[src/rtl/rv32i_types.sv]
// Shared types for the RV32I retirement monitor path: the monitor word, the
// tagged trace entry and the commit tracker state encoding.
package rv32i_types;

  typedef struct packed {
    logic [31:0] inst;
    logic [31:0] pc_rdata;
    logic [31:0] pc_wdata;
    logic        load_regfile;
    logic [4:0]  rd_addr;
    logic [31:0] rd_wdata;
    logic        rvfi_trap;
  } rv32i_monitor_word;

  typedef struct packed {
    rv32i_monitor_word word;
    logic [63:0]       order;
  } rvfi_trace_t;

  typedef enum logic [1:0] {
    RUN    = 2'd0,
    DRAIN  = 2'd1,
    HALTED = 2'd2
  } rvfi_trk_state_t;

  // A retirement that writes no register, or writes x0, carries no rd payload.
  function automatic rv32i_monitor_word sanitise_word(input rv32i_monitor_word w);
    rv32i_monitor_word s;
    s = w;
    if (!s.load_regfile) begin
      s.rd_addr  = '0;
      s.rd_wdata = '0;
    end
    if (s.rd_addr == 5'd0) s.rd_wdata = '0;
    return s;
  endfunction

endpackage

[src/rtl/rvfi_trace_fifo.sv]
// Small register-array FIFO of tagged trace entries. Push and pop in the same
// cycle are legal even when full; the head is read straight from storage.
module rvfi_trace_fifo
  import rv32i_types::*;
#(
  parameter  int DEPTH = 4,
  localparam int AW    = $clog2(DEPTH)
) (
  input  logic        clk,
  input  logic        rst,
  input  logic        push,
  input  logic        pop,
  input  rvfi_trace_t wdata,
  output rvfi_trace_t rdata,
  output logic        full,
  output logic        empty,
  output logic [AW:0] count
);

  rvfi_trace_t   mem_q [DEPTH];
  logic [AW-1:0] wr_ptr_q, rd_ptr_q;
  logic [AW:0]   count_q;
  logic          do_push, do_pop;

  assign do_pop  = pop && !empty;
  assign do_push = push && (!full || do_pop);

  // NOTE: the storage array is deliberately not reset; count_q alone decides
  // which slots are meaningful, and a reset-free array maps onto plain flops.
  always_ff @(posedge clk) begin
    if (do_push) mem_q[wr_ptr_q] <= wdata;
  end

  // NOTE: sequential state is updated with <= only, so every register samples
  // the pre-edge values of the others regardless of statement order.
  always_ff @(posedge clk) begin
    if (rst) begin
      wr_ptr_q <= '0;
      rd_ptr_q <= '0;
      count_q  <= '0;
    end else begin
      if (do_push) wr_ptr_q <= wr_ptr_q + 1'b1;
      if (do_pop)  rd_ptr_q <= rd_ptr_q + 1'b1;
      case ({do_push, do_pop})
        2'b10:   count_q <= count_q + 1'b1;
        2'b01:   count_q <= count_q - 1'b1;
        default: count_q <= count_q;
      endcase
    end
  end

  assign rdata = mem_q[rd_ptr_q];
  assign full  = (count_q == (AW+1)'(DEPTH));
  assign empty = (count_q == '0);
  assign count = count_q;

endmodule

[src/rtl/rvfi_commit_tracker.sv]
// Consumer end of the monitor-word pipeline: numbers and sanitises retirements,
// checks PC continuity, detects the self-loop halt and queues words for a sink.
module rvfi_commit_tracker
  import rv32i_types::*;
#(
  parameter int DEPTH   = 4,
  parameter int ORDER_W = 64
) (
  input  logic               clk,
  input  logic               rst,
  input  logic               commit,
  input  rv32i_monitor_word  in,
  input  logic               trace_ready,
  output logic               trace_valid,
  output rv32i_monitor_word  trace_word,
  output logic [ORDER_W-1:0] trace_order,
  output logic               halt,
  output logic               pc_mismatch,
  output logic [31:0]        mismatch_pc,
  output logic               overflow
);

  localparam int CNT_W = $clog2(DEPTH) + 1;

  rvfi_trk_state_t    state_q, state_d;
  logic [ORDER_W-1:0] order_q, order_d;
  logic [31:0]        exp_pc_q, exp_pc_d;
  logic               exp_pc_vld_q, exp_pc_vld_d;
  logic               pc_mismatch_q, pc_mismatch_d;
  logic [31:0]        mismatch_pc_q, mismatch_pc_d;
  logic               overflow_q, overflow_d;

  rvfi_trace_t        fifo_wdata, fifo_rdata;
  logic               fifo_full, fifo_empty;
  logic [CNT_W-1:0]   fifo_count;
  logic               live, pop, acc, drop;

  assign live = commit && (state_q != HALTED);
  assign pop  = !fifo_empty && trace_ready;
  assign acc  = live && (!fifo_full || pop);
  assign drop = live && !acc;

  assign fifo_wdata.word  = sanitise_word(in);
  assign fifo_wdata.order = 64'(order_q);

  rvfi_trace_fifo #(.DEPTH(DEPTH)) u_fifo (
    .clk   (clk),
    .rst   (rst),
    .push  (acc),
    .pop   (pop),
    .wdata (fifo_wdata),
    .rdata (fifo_rdata),
    .full  (fifo_full),
    .empty (fifo_empty),
    .count (fifo_count)
  );

  // NOTE: every _d gets its hold value first, so no path through this block
  // leaves a signal unassigned and no latch is inferred.
  always_comb begin
    state_d       = state_q;
    order_d       = order_q;
    exp_pc_d      = exp_pc_q;
    exp_pc_vld_d  = exp_pc_vld_q;
    pc_mismatch_d = pc_mismatch_q;
    mismatch_pc_d = mismatch_pc_q;
    overflow_d    = overflow_q;

    if (acc) begin
      order_d      = order_q + 1'b1;
      exp_pc_d     = in.pc_wdata;
      exp_pc_vld_d = 1'b1;
      if (exp_pc_vld_q && (in.pc_rdata != exp_pc_q)) begin
        pc_mismatch_d = 1'b1;
        if (!pc_mismatch_q) mismatch_pc_d = in.pc_rdata;
      end
    end
    if (drop) overflow_d = 1'b1;

    // The self-loop entry sits in the FIFO on entry to DRAIN, so the FIFO can
    // only empty through a pop that is not matched by a push.
    case (state_q)
      RUN:     if (acc && (in.pc_rdata == in.pc_wdata)) state_d = DRAIN;
      DRAIN:   if (pop && !acc && (fifo_count == CNT_W'(1))) state_d = HALTED;
      HALTED:  state_d = HALTED;
      default: state_d = RUN;
    endcase
  end

  always_ff @(posedge clk) begin
    if (rst) begin
      state_q       <= RUN;
      order_q       <= '0;
      exp_pc_q      <= '0;
      exp_pc_vld_q  <= 1'b0;
      pc_mismatch_q <= 1'b0;
      mismatch_pc_q <= '0;
      overflow_q    <= 1'b0;
    end else begin
      state_q       <= state_d;
      order_q       <= order_d;
      exp_pc_q      <= exp_pc_d;
      exp_pc_vld_q  <= exp_pc_vld_d;
      pc_mismatch_q <= pc_mismatch_d;
      mismatch_pc_q <= mismatch_pc_d;
      overflow_q    <= overflow_d;
    end
  end

  // Head payload is forced to zero while empty so unwritten storage never leaks out.
  assign trace_valid = !fifo_empty;
  assign trace_word  = trace_valid ? fifo_rdata.word : '0;
  assign trace_order = trace_valid ? fifo_rdata.order[ORDER_W-1:0] : '0;
  assign halt        = (state_q == HALTED);
  assign pc_mismatch = pc_mismatch_q;
  assign mismatch_pc = mismatch_pc_q;
  assign overflow    = overflow_q;

endmodule

[config.mk]
export PLATFORM = sky130hd
export DESIGN_NAME = rvfi_commit_tracker
export DESIGN_NICKNAME = d
export VERILOG_FILES = /design/src/rtl/rv32i_types.sv /design/src/rtl/rvfi_trace_fifo.sv /design/src/rtl/rvfi_commit_tracker.sv
export SDC_FILE = /design/constraint.sdc
export NUM_CORES = 1
export LEC_CHECK = 0
export ABC_AREA = 1
export CORE_MARGIN = 2
export CORE_UTILIZATION = 40
export DETAILED_ROUTE_END_ITERATION = 7
export PLACE_DENSITY = 0.65
export SYNTH_ARGS = -nofsm -noshare
export SYNTH_HDL_FRONTEND = slang
export SYNTH_HIERARCHICAL = 1
export SYNTH_SLANG_ARGS = --single-unit
[constraint.sdc]
create_clock -name clk -period 16 [get_ports clk]
set_input_delay 3.2 -clock clk [delete_from_list [all_inputs] [get_ports clk]]
set_output_delay 3.2 -clock clk [all_outputs]
set_load 0.05 [all_outputs]
==> results.yml <==
synth:
  synth_area_leaders: "sky130_fd_sc_hd__edfxtp_1, sky130_fd_sc_hd__nor2_1, sky130_fd_sc_hd__dfxtp_1"
  yosys_most_used_dff: "sky130_fd_sc_hd__edfxtp_1"
  ys_ff_latch: 938
  yosysSeqAreaShare: 0.684
  ys.warnings.count: 6
  yosysUniqueCellTypes: 44
  synth_enable_flop_cells: 796
  yosys.area.top_type: "sky130_fd_sc_hd__edfxtp_1"
  postSynth.asyncResetShare: 0
  synth.avg_cell_area_um2: 10.8
  syn_inst: 3618
  postSynthNetCount: 3766
  synth_area_um2: 39100
  synth_top_cell_area_share: 0.611
sta:
  timing_hold_violations_final: 0
  fin_skew_ns: 0.0228
  rsz0062_at_grt: "no"
  maxSlewHeadroom: 0.0105
  timing_max_transition_violations_final: 0
  finalCriticalPeriod_ns: 7.98
  worstMarginPinSlew_ns: 1.48
  setup_viol: 0
  final.period_utilization: 0.499
  hold_slack_ns: 0.462
  timing.fmax_mhz: 125
  totalNegativeSetupSlack_ns: 0
power_and_ir_drop:
  post-layout-total-power_w: 0.00784
  power.density_nw_per_um2: 167
  cellLeakagePower_nw: 16.8
  max-vdd-ir-drop_mv: 0.102
layout:
  final_cell_mix: "sky130_fd_sc_hd__edfxtp_1, sky130_fd_sc_hd__nor2_1, sky130_fd_sc_hd__o21ai_0"
  stdcell_count: 5296
  synthToLayoutAreaGrowth_pct: 20.1
  share_of_layout_cells_above_drive_strength_1: 0.0571
  most_frequent_standard_cell_in_the_layout_excluding_fill_and_tap_cells: "sky130_fd_sc_hd__edfxtp_1"
  finish.net_count: 4075
drt:
  drcViolationCount: 0
  final_antenna_net_count: 0
  routed_wire_length_per_instance_um: 19.5
  first_iter_violations: 2536
  vias: 27600
  totalWireLength_um: 103000
  vias_per_cell: 5.21
  first_pass_iters: 6
critical_path:
  worst_setup_path_endpoint: "trace_word[99]"
  critical_path_class: "register to output port"
  critPathCaptureType: "output port"
  setup.worst_path.start_class: "register"
  crit_path_max_fanout: 85
  worstReg2RegStart: "u_fifo/count[0]$_SDFFE_PP0P_"
  reg2reg_to: "u_fifo/mem_q[3][168]$_DFFE_PP_"
  reg2regPathDepth: 12
  cp.required_ns: 12.80
  ff2ff_setup_slack_ns: 11.97
  cp_data_arrival_time_ns: 4.78
grt:
  vias_in_the_first_global_route: 26100
  antenna_violations_before_repair: 8
  grt_pass1_wl_um: 155000
  grt_max_degree: 244
  grt-ovfl-total: 0
  grt_usage: 0.202
clock_network:
  cts.path.max_buffers: 3
  cts_root_cell: "sky130_fd_sc_hd__clkbuf_16"
  clock_insertion_delay_worst_skew_ns: 0.65
  cts.repair_timing.setup_buffer_count: 0
  cts.reportedPaths.clkPinSlew_ns: 0.06
  cts.htree.levels: 3
  ctsHoldBuffers: 0
  cts_buffers: 96
  clock_sinks: 938
  tritoncts_clock_tree: "yes"
  cts_repair_resizes: 0
die:
  row_count: 114
  floorplan.die_area_um2: 100000
  core_um2: 96900
  die_width_um: 317
  chipHeight_um: 317
  io-pin-count: 374
  floorplan.initialDensity: 0.404
min_path:
  min-delay-path-class: "register to register"
  min-delay-start: "mismatch_pc[4]$_SDFFE_PP0P_"
place:
  dp_cells: 5105
  detailedPlacementHpwl_um: 61900
  io_buffers: 373
  last_weighted_congestion_value_of_the_routability_driven_placer: 0.861
flow_run:
  drv.max_cap_violation_count: 0
run_status:
  status: "completed"
-- state kept, by name, summed over array words and instances, names as in the netlist, named ones only --
register,count
u_fifo/mem_q,796
order_q,64
exp_pc_q,32
mismatch_pc,32
u_fifo/count,3
state_q,2
u_fifo/rd_ptr_q,2
u_fifo/wr_ptr_q,2
exp_pc_vld_q,1
overflow,1
pc_mismatch,1
-- final cells by class --
type	count	area, um^2
antenna	10	25.0
clock buffer	118	2520
clock inverter	63	622
fill	8595	49900
inverter	405	1540
multi-input combinational	2083	9910
sequential	938	26800
tap	1276	1600
timing repair buffer	403	4000
-- cells by family after synthesis --
family / synth area share
and+or+nand+nor: 0.132
DFF: 0.684
AOI/OAI and AO/OA: 0.107
buffers and inverters: 0.0634
xor gates and xnor gates: 0.0101
adders and majority gates: 0.00307
-- cell usage after synthesis (all sizes together) (7+ instances only) --
master  number
a21oi      101
buf         63
clkbuf     129
dfxtp      142
edfxtp     796
ha           8
inv        405
nand2      265
nand3       59
nand3b       7
nand4       57
nor2       801
nor3        45
o21ai      470
o22ai      202
xnor2       30
xor2        15
-- how the worst min path moves through the flow --
stage | slack, ns | depth (start not counted) | endpoint
2_1_floorplan | 0.44 | 2 | register
5_1_grt | 0.49 | 2 | mismatch_pc[15]$_SDFFE_PP0P_
3_3_place_gp | 0.45 | 2 | mismatch_pc[15]$_SDFFE_PP0P_
6_report | 0.46 | 2 | mismatch_pc[4]$_SDFFE_PP0P_
3_5_place_dp | 0.45 | 2 | mismatch_pc[4]$_SDFFE_PP0P_
4_1_cts | 0.46 | 2 | mismatch_pc[4]$_SDFFE_PP0P_
-- where the power goes --
| part | internal (W) | leakage (nW) | switching (W) |
|---|---|---|---|
| Combinational | 0.000722 | 6.75 | 0.00192 |
| Clock | 0.00129 | 1.54 | 0.000933 |
| Sequential | 0.00291 | 8.46 | 0.0000640 |
| Total | 0.00492 | 16.8 | 0.00292 |
-- per-stage QoR --
stage,utilization,instance area [um^2],setup slack [ns]
4_1_cts,0.485,46900,7.99
3_5_place_dp,0.452,43800,8.65
5_1_grt,0.485,47000,7.75
2_1_floorplan,-,39100,2.83
6_report,0.485,47000,8.02
3_3_place_gp,0.452,43800,8.76
-- per-layer routing --
layer  track usage  wire length [um]
met5             0                 0
met4        0.0672              2410
met3        0.0234              5460
met2         0.331             49600
met1         0.280             45900
-- worst max-delay path, stage by stage, from the launching register on --
cell and delay, ns:
sky130_fd_sc_hd__dfxtp_4 0.73, sky130_fd_sc_hd__buf_4 0.77, sky130_fd_sc_hd__buf_4 0.77, sky130_fd_sc_hd__o21ai_0 0.24, sky130_fd_sc_hd__o22ai_1 0.38, sky130_fd_sc_hd__inv_1 0.08
sky130_fd_sc_hd__nor2_1 0.10, sky130_fd_sc_hd__clkdlybuf4s50_1 0.81
No activity file was read; power rests on OpenSTA's default activity.
